## src/rtl/iob_eth_tx_framer.sv

```systemverilog
// Ethernet TX framer: wraps a payload byte stream with preamble/SFD, optional
// zero padding, a 4-byte FCS taken from an external CRC block, and the IFG.
module iob_eth_tx_framer #(
    parameter bit PAD_EN    = 1'b1,
    parameter int MIN_LEN   = 60,
    parameter int IFG_BYTES = 12,
    parameter int CNT_W     = 11
) (
    input  logic        clk_i,
    input  logic        arst_i,
    input  logic [7:0]  tx_data_i,
    input  logic        tx_valid_i,
    input  logic        tx_last_i,
    output logic        tx_ready_o,
    output logic [7:0]  phy_data_o,
    output logic        phy_valid_o,
    input  logic        phy_ready_i,
    output logic        crc_start_o,
    output logic [7:0]  crc_data_o,
    output logic        crc_en_o,
    input  logic [31:0] crc_i,
    output logic        busy_o,
    output logic        frame_done_o
);

    typedef enum logic [2:0] {
        S_IDLE, S_PRE, S_SFD, S_PAY, S_PAD, S_FCS, S_IFG
    } state_t;

    // One slot counter serves preamble, FCS index and IFG, so size it for the longest.
    localparam int SLOT_MAX = (IFG_BYTES > 7) ? IFG_BYTES : 7;
    localparam int SLOT_W   = $clog2(SLOT_MAX + 1);

    localparam logic [SLOT_W-1:0] PRE_LAST = SLOT_W'(6);
    localparam logic [SLOT_W-1:0] FCS_LAST = SLOT_W'(3);
    localparam logic [SLOT_W-1:0] IFG_LAST = SLOT_W'(IFG_BYTES - 1);
    localparam logic [CNT_W-1:0]  MIN_LEN_C = CNT_W'(MIN_LEN);
    localparam logic [CNT_W-1:0]  CNT_MAX   = '1;

    state_t             state_q, state_d;
    logic [SLOT_W-1:0]  slot_q, slot_d;
    logic [CNT_W-1:0]   cnt_q, cnt_d, cnt_inc;
    logic [31:0]        fcs_word;

    always_ff @(posedge clk_i or posedge arst_i) begin
        if (arst_i) begin
            state_q <= S_IDLE;
            slot_q  <= '0;
            cnt_q   <= '0;
        end else begin
            state_q <= state_d;
            slot_q  <= slot_d;
            cnt_q   <= cnt_d;
        end
    end

    // FCS goes out as the complemented, bit-reversed CRC register, byte 0 first.
    always_comb begin
        for (int i = 0; i < 32; i++) begin
            fcs_word[i] = ~crc_i[31-i];
        end
    end

    assign cnt_inc = (cnt_q == CNT_MAX) ? cnt_q : cnt_q + 1'b1;
    assign busy_o  = (state_q != S_IDLE);

    always_comb begin
        state_d      = state_q;
        slot_d       = slot_q;
        cnt_d        = cnt_q;
        phy_data_o   = 8'h00;
        phy_valid_o  = 1'b0;
        tx_ready_o   = 1'b0;
        crc_start_o  = 1'b0;
        crc_data_o   = 8'h00;
        crc_en_o     = 1'b0;
        frame_done_o = 1'b0;

        case (state_q)
            S_IDLE: begin
                crc_start_o = 1'b1;
                slot_d      = '0;
                if (tx_valid_i) begin
                    state_d = S_PRE;
                end
            end

            S_PRE: begin
                phy_data_o  = 8'h55;
                phy_valid_o = 1'b1;
                if (phy_ready_i) begin
                    if (slot_q == PRE_LAST) begin
                        slot_d  = '0;
                        state_d = S_SFD;
                    end else begin
                        slot_d = slot_q + 1'b1;
                    end
                end
            end

            S_SFD: begin
                phy_data_o  = 8'hD5;
                phy_valid_o = 1'b1;
                if (phy_ready_i) begin
                    cnt_d   = '0;
                    state_d = S_PAY;
                end
            end

            // Payload passes straight through; stalls on either side stall both.
            S_PAY: begin
                phy_data_o  = tx_data_i;
                phy_valid_o = tx_valid_i;
                tx_ready_o  = phy_ready_i;
                crc_data_o  = tx_data_i;
                if (tx_valid_i && phy_ready_i) begin
                    crc_en_o = 1'b1;
                    cnt_d    = cnt_inc;
                    if (tx_last_i) begin
                        slot_d = '0;
                        if (PAD_EN && (cnt_inc < MIN_LEN_C)) begin
                            state_d = S_PAD;
                        end else begin
                            state_d = S_FCS;
                        end
                    end
                end
            end

            S_PAD: begin
                phy_valid_o = 1'b1;
                if (phy_ready_i) begin
                    crc_en_o = 1'b1;
                    cnt_d    = cnt_inc;
                    if (cnt_inc >= MIN_LEN_C) begin
                        state_d = S_FCS;
                    end
                end
            end

            S_FCS: begin
                phy_data_o  = fcs_word[{slot_q[1:0], 3'b000} +: 8];
                phy_valid_o = 1'b1;
                if (phy_ready_i) begin
                    if (slot_q == FCS_LAST) begin
                        frame_done_o = 1'b1;
                        slot_d       = '0;
                        state_d      = S_IFG;
                    end else begin
                        slot_d = slot_q + 1'b1;
                    end
                end
            end

            // Gap is measured in serializer byte slots, not raw clock cycles.
            S_IFG: begin
                if (phy_ready_i) begin
                    if (slot_q == IFG_LAST) begin
                        slot_d  = '0;
                        state_d = S_IDLE;
                    end else begin
                        slot_d = slot_q + 1'b1;
                    end
                end
            end

            default: begin
                state_d = S_IDLE;
            end
        endcase
    end

endmodule

```

## config.mk

```make
export PLATFORM = sky130hd
export DESIGN_NAME = iob_eth_tx_framer
export DESIGN_NICKNAME = d
export VERILOG_FILES = /design/src/rtl/iob_eth_tx_framer.sv
export SDC_FILE = /design/constraint.sdc
export NUM_CORES = 1
export LEC_CHECK = 0
export CORE_MARGIN = 2
export CORE_UTILIZATION = 30
export CTS_BUF_LIST = sky130_fd_sc_hd__clkbuf_2 sky130_fd_sc_hd__clkbuf_4 sky130_fd_sc_hd__clkbuf_8
export CTS_CLUSTER_SIZE = 14
export DETAILED_ROUTE_END_ITERATION = 10
export PLACE_DENSITY = 0.56
export SYNTH_ARGS = -nofsm -noshare
export SYNTH_HDL_FRONTEND = slang
export SYNTH_SLANG_ARGS = --single-unit
```

## constraint.sdc

```tcl
create_clock -name clk_i -period 2.37 [get_ports clk_i]
set_clock_uncertainty 0.2 [all_clocks]
set_input_delay 0.474 -clock clk_i [delete_from_list [all_inputs] [get_ports clk_i]]
set_output_delay 0.474 -clock clk_i [all_outputs]
set_load 0.05 [all_outputs]
```

---- After elaboration in Yosys (flattened, before gate mapping) ----
Cells that the tools add are included.
storage, ports and cells
  input port bits ......................... 45
  bits in registers ....................... 18
operators by class
  multiplexer cells ....................... 39
  eq/ne operators ......................... 22
  order comparisons ....................... 2
  reduce and logical (&&, ||, !) cells .... 9
  shifts and indexed selects .............. 1
  add/sub/neg operators ................... 2
  bitwise gates (word level) .............. 32
operator list
  cell                                                                    number
  11-bit two-way mux                                                      4
  3-bit two-way mux                                                       12
  11-bit one-hot mux with 3 select lines                                  1
  4-bit two-way mux                                                       8
  1-bit NOT                                                               32
  8-bit one-hot mux with 4 select lines                                   1
  32-bit by 6-bit indexed part select with 8-bit output                   1
  2-bit != test, second input constant                                    12
  3-bit one-hot mux with 7 select lines                                   1
  4-bit one-hot mux with 5 select lines                                   1
  12-bit AND reduction                                                    1
  11-bit by 1-bit adder with 11-bit output, second input constant         1
  11-bit == test, second input constant                                   1
  11-bit by 6-bit >= comparator with 1-bit output, second input constant  1
  11-bit by 6-bit < comparator with 1-bit output, second input constant   1
  3-bit == test, second input constant                                    3
  1-bit two-way mux                                                       8
  8-bit two-way mux                                                       1
  3-bit by 2-bit == test with 1-bit output, second input constant         2
  6-bit AND reduction                                                     1
  3-bit nonzero test                                                      2
  5-bit nonzero test                                                      1
  4-bit by 1-bit adder with 4-bit output, second input constant           1
  4-bit by 2-bit == test with 1-bit output, second input constant         1
  8 further kinds                                                         9

---- Depth between registers and ports, before layout ----
  depth after elaboration ................. 7
  mapped depth ............................ 9
  gate-level depth less buffers ........... 8

---- Least setup slack after synthesis ----
Ideal clock, no wire load.
  kind .................................... register to output
  start point ............................. register state_q[2]
  end point ............................... output phy_valid_o
  buffers on the path ..................... 1
  stages on the path, launching flop included .. 6
  slack ................................... -0.545 ns
  data arrival time ....................... 2.241 ns
  required time ........................... 1.696 ns
  path through ............................ dfrtp_1 > clkbuf_1 > nor2_1 > nand2_1 > inv_1 > nor2_1
between the ends
  longest elaborated chain between the ends .. 3
  elaborated cells on any way between the ends .. 7
  those cells by class .................... 5 x eq/ne; 1 x mux; 1 x reduce/logical
RTL lines
  item                                         line  source
  from (decl)                                  40    state_t state_q, state_d;
  from (signal assigned)                       51    state_q <= state_d;
  3-bit == test, or another cell as far along  79    case (state_q)
  4-bit OR reduction (no source line)          n/a
  1-bit one-hot mux with 2 select lines *      79
  to (decl)                                    16    output logic phy_valid_o,
Mark *: on every way between the ends. The rest lies on a longest branch, timed or not.

---- Worst setup path after layout ----
  start point ............................. register slot_q[0]
  end point ............................... output phy_data_o[2]
between the ends
  longest elaborated chain between the ends .. 2
RTL lines
  item                                                   line  source
  from (decl)                                            41    logic [SLOT_W-1:0] slot_q, slot_d;
  from (signal assigned)                                 52    slot_q <= slot_d;
  32-bit by 6-bit indexed part select with 8-bit output  142   phy_data_o = fcs_word[{slot_q[1:0], 3'b000} +: 8];
  8-bit one-hot mux with 4 select lines                  79
  to (decl)                                              15    output logic [7:0] phy_data_o,
Every way passes these cells.

==> flow_metrics.env <==
export IMPL_final_layout_size_suffix_gt1_share_pct=31.3
export IMPL_timing_hold_ws_ps=328
export IMPL_final_util_pct=52.5
export IMPL_post_synth_top_area_cell="dfrtp_1"
export IMPL_yosys_top_cells_count="o21ai_0 (20), dfrtp_1 (18), nand2_1 (15), nor2_1 (14), a21oi_1 (12)"
export IMPL_worstPathCellList="buf_12, mux4_2, o21ai_1, o211a_2, buf_12"
export IMPL_portBuffers=66
export IMPL_synth_top_area_share_pct=26.5
export IMPL_grt_pass1_wl_mm=8.44
export IMPL_cts_root_buf="clkbuf_8"
export IMPL_yosys_register_bits=18
export IMPL_drtAntennaViolNets=0
export IMPL_tns_ps=-353
export IMPL_worstPathRequired_ps=1700
export IMPL_hold_class="in2async"
export IMPL_clk_latency_ps=250
export IMPL_wirelength_mm=5.46
export IMPL_path_clk_slew_ps=70
export IMPL_globalplace_congestion=0.817
export IMPL_nNetsFinal=322
export IMPL_antenna_found_initial=0
export IMPL_reg2regPathDepth=9
export IMPL_yosysSeqAreaShare_pct=26.5
export IMPL_synth_ff_type="dfrtp_1"
export IMPL_num_vias=1817
export IMPL_cpMostUsedCell="buf_12"
export IMPL_r2r_start="slot_q[0]$_DFFE_PP0P_"
export IMPL_crit_arrival_ps=1760
export IMPL_fp_row_count=27
export IMPL_p_leak_uw=0.00121
export IMPL_critPathMaxStageDelay_ps=480
export IMPL_violations="setup timing"
export IMPL_syn_area_um2=1700
export IMPL_areaGrowthSynthToFinish_pct=69.1
export IMPL_ir_drop_uv=531
export IMPL_grt_max_degree=19
export IMPL_r2r_end="slot_q[3]$_DFFE_PP0P_"
export IMPL_worstSetupPathType="reg2out"
export IMPL_grt_overflow_total=0
export IMPL_crit_buf_inv=2
export IMPL_worstMarginPinSlew_ps=319
export IMPL_htree_levels=1
export IMPL_period_needed_ps=2430
export IMPL_maxSlewHeadroom_pct=78.7
export IMPL_drv_slew=0
export IMPL_syn_inst=196
export IMPL_critical_path_top_delay_family="multiplexers"
export IMPL_antenna_cells=0
export IMPL_cpMaxStageDelayCell="mux4_2"
export IMPL_fmax_ghz=0.411
export IMPL_status="finished, violations left"
export IMPL_async_reset_ff_share_pct=100
export IMPL_seq_area_um2=450
export IMPL_dpl_cell_area_um2=2740
export IMPL_multi_input_area_um2=1240
export IMPL_post_route_drc_count=0
export IMPL_start_util_pct=31.0
export IMPL_critPathCaptureType="primary output"
export IMPL_fillers=536
export IMPL_synthTopCellsByArea="dfrtp_1 (27%), mux4_2 (11%), o21ai_0 (5.9%)"
export IMPL_io_pins=67
export IMPL_synth_cell_types=58
export IMPL_finalPower_uw=3160
export IMPL_ctsHoldBuffers=0
export IMPL_grt_pass1_vias=1697
export IMPL_maxCapViolCount=0
export IMPL_numCtsBuffers=3
export IMPL_core_area_um2=5470
export IMPL_rsz0062_at_grt="yes"
export IMPL_setup_viol=7
export IMPL_synth_warnings=0
export IMPL_clock_sinks=18
export IMPL_cts_path_max_buffers=2
export IMPL_cts_tree="done"
export IMPL_drtIter0Drc=77
export IMPL_final_hold_viol_count=0
export IMPL_r2r_slack_ps=140
export IMPL_viasPerCell=5.28
export IMPL_synth_most_common_cell="o21ai_0"
export IMPL_dpl_hpwl_mm=4.35
export IMPL_crit_fanout=9
export IMPL_dr_pass1_iters=4
export IMPL_timing_final_crit_share_pct=103
export IMPL_powerDensity_nw_per_um2=1100
export IMPL_fin_ws_ps=-61.7
export IMPL_syn_nets=244
export IMPL_critPathLaunchType="flip-flop"
export IMPL_wl_per_cell_um=15.9
export IMPL_die_y_um=79.3
export IMPL_dieArea_um2=6280
export IMPL_die_w_um=79.3
export IMPL_finalInstanceArea_um2=2870
export IMPL_synth_avg_cell_area_um2=8.67
export IMPL_synth_edf_count=0
export IMPL_gr_usage_all_layers_pct=16.7
-- metal layers --
layer,vias to the layer above,track usage (%),part of all wire (%)
met1,869,22.9,43
met4,0,2.93,0.95
li1,895,-,-
met2,45,28.2,53
met5,-,0,0
met3,8,2.39,3.2
-- what timing repair did --
action | in CTS | in global routing
hold endpoints to repair | 0 | 0
setup endpoints to repair | 7 | 12
buffers inserted | 3 | 3
pin swaps | 6 | 3
resized for setup | 33 | 14
-- tightest hold or removal path: stages --
cell and delay [ps]:
clkdlybuf4s50_1 390, inv_1 50, buf_4 240
-- placed cells by master, fill, tap and decap left out, types with 4 or more instances in the layout --
cell,netlist,final
mux4_2,8,8
a31oi_1,4,4
dfrtp_1,18,18
buf_4,2,17
and2_1,9,9
buf_12,0,24
inv_1,6,5
nor2_1,14,10
o21ai_0,20,15
nand2_1,15,15
nand3_1,5,4
nor2b_1,4,4
a21oi_1,12,12
o21ai_1,2,6
clkdlybuf4s50_1,0,19
dlygate4sd2_1,0,24
-- worst max path at each step --
stage | startpoint | to | slack [ps] | cells after the start
6_report | slot_q[0]$_DFFE_PP0P_ | phy_data_o[2] | -60 | 5
5_1_grt | slot_q[0]$_DFFE_PP0P_ | phy_data_o[4] | -140 | 5
4_1_cts | slot_q[0]$_DFFE_PP0P_ | phy_data_o[2] | -90 | 5
3_5_place_dp | crc_i[5] | phy_data_o[2] | -160 | 5
3_3_place_gp | crc_i[9] | phy_data_o[6] | -160 | 5
2_1_floorplan | state_q[2]$_DFFE_PP0P_ | phy_valid_o | -190 | 5
-- stage by stage --
step / cells / setup WS, ps
2_1_floorplan: 196 / -186
3_3_place_gp: 335 / -160
3_5_place_dp: 335 / -163
4_1_cts: 341 / -90.1
5_1_grt: 344 / -144
6_report: 344 / -61.7
-- flip-flops by register name (all words and copies together) (netlist names) --
register,cells
slot_q,4
state_q,3
cnt_q,11
-- power by group --
part	switching, uW	internal [uW]
sequential	111	367
combinational	1290	1170
clock	103	113
-- cell type report --
type                    count  share of cell area (%)
flip-flops and latches     18                    15.7
clock buffers               3                    1.44
well taps                  72                    3.13
repair buffers             85                    35.5
multi-input cells         159                    43.3
inverters                   7                   0.914
-- cell families after synthesis --
logic type               Yosys count  synth area share, %
AND/OR/NAND/NOR                   76                 26.2
AO/OA/AOI/OAI                     70                 27.2
buffers and inverters             19                 6.18
flip-flops                        18                 26.5
multiplexers                       9                 11.2
adder cells (fa/ha/maj)            3                 2.21
XOR/XNOR                           1                0.516
(Power assumes the default switching activity.)
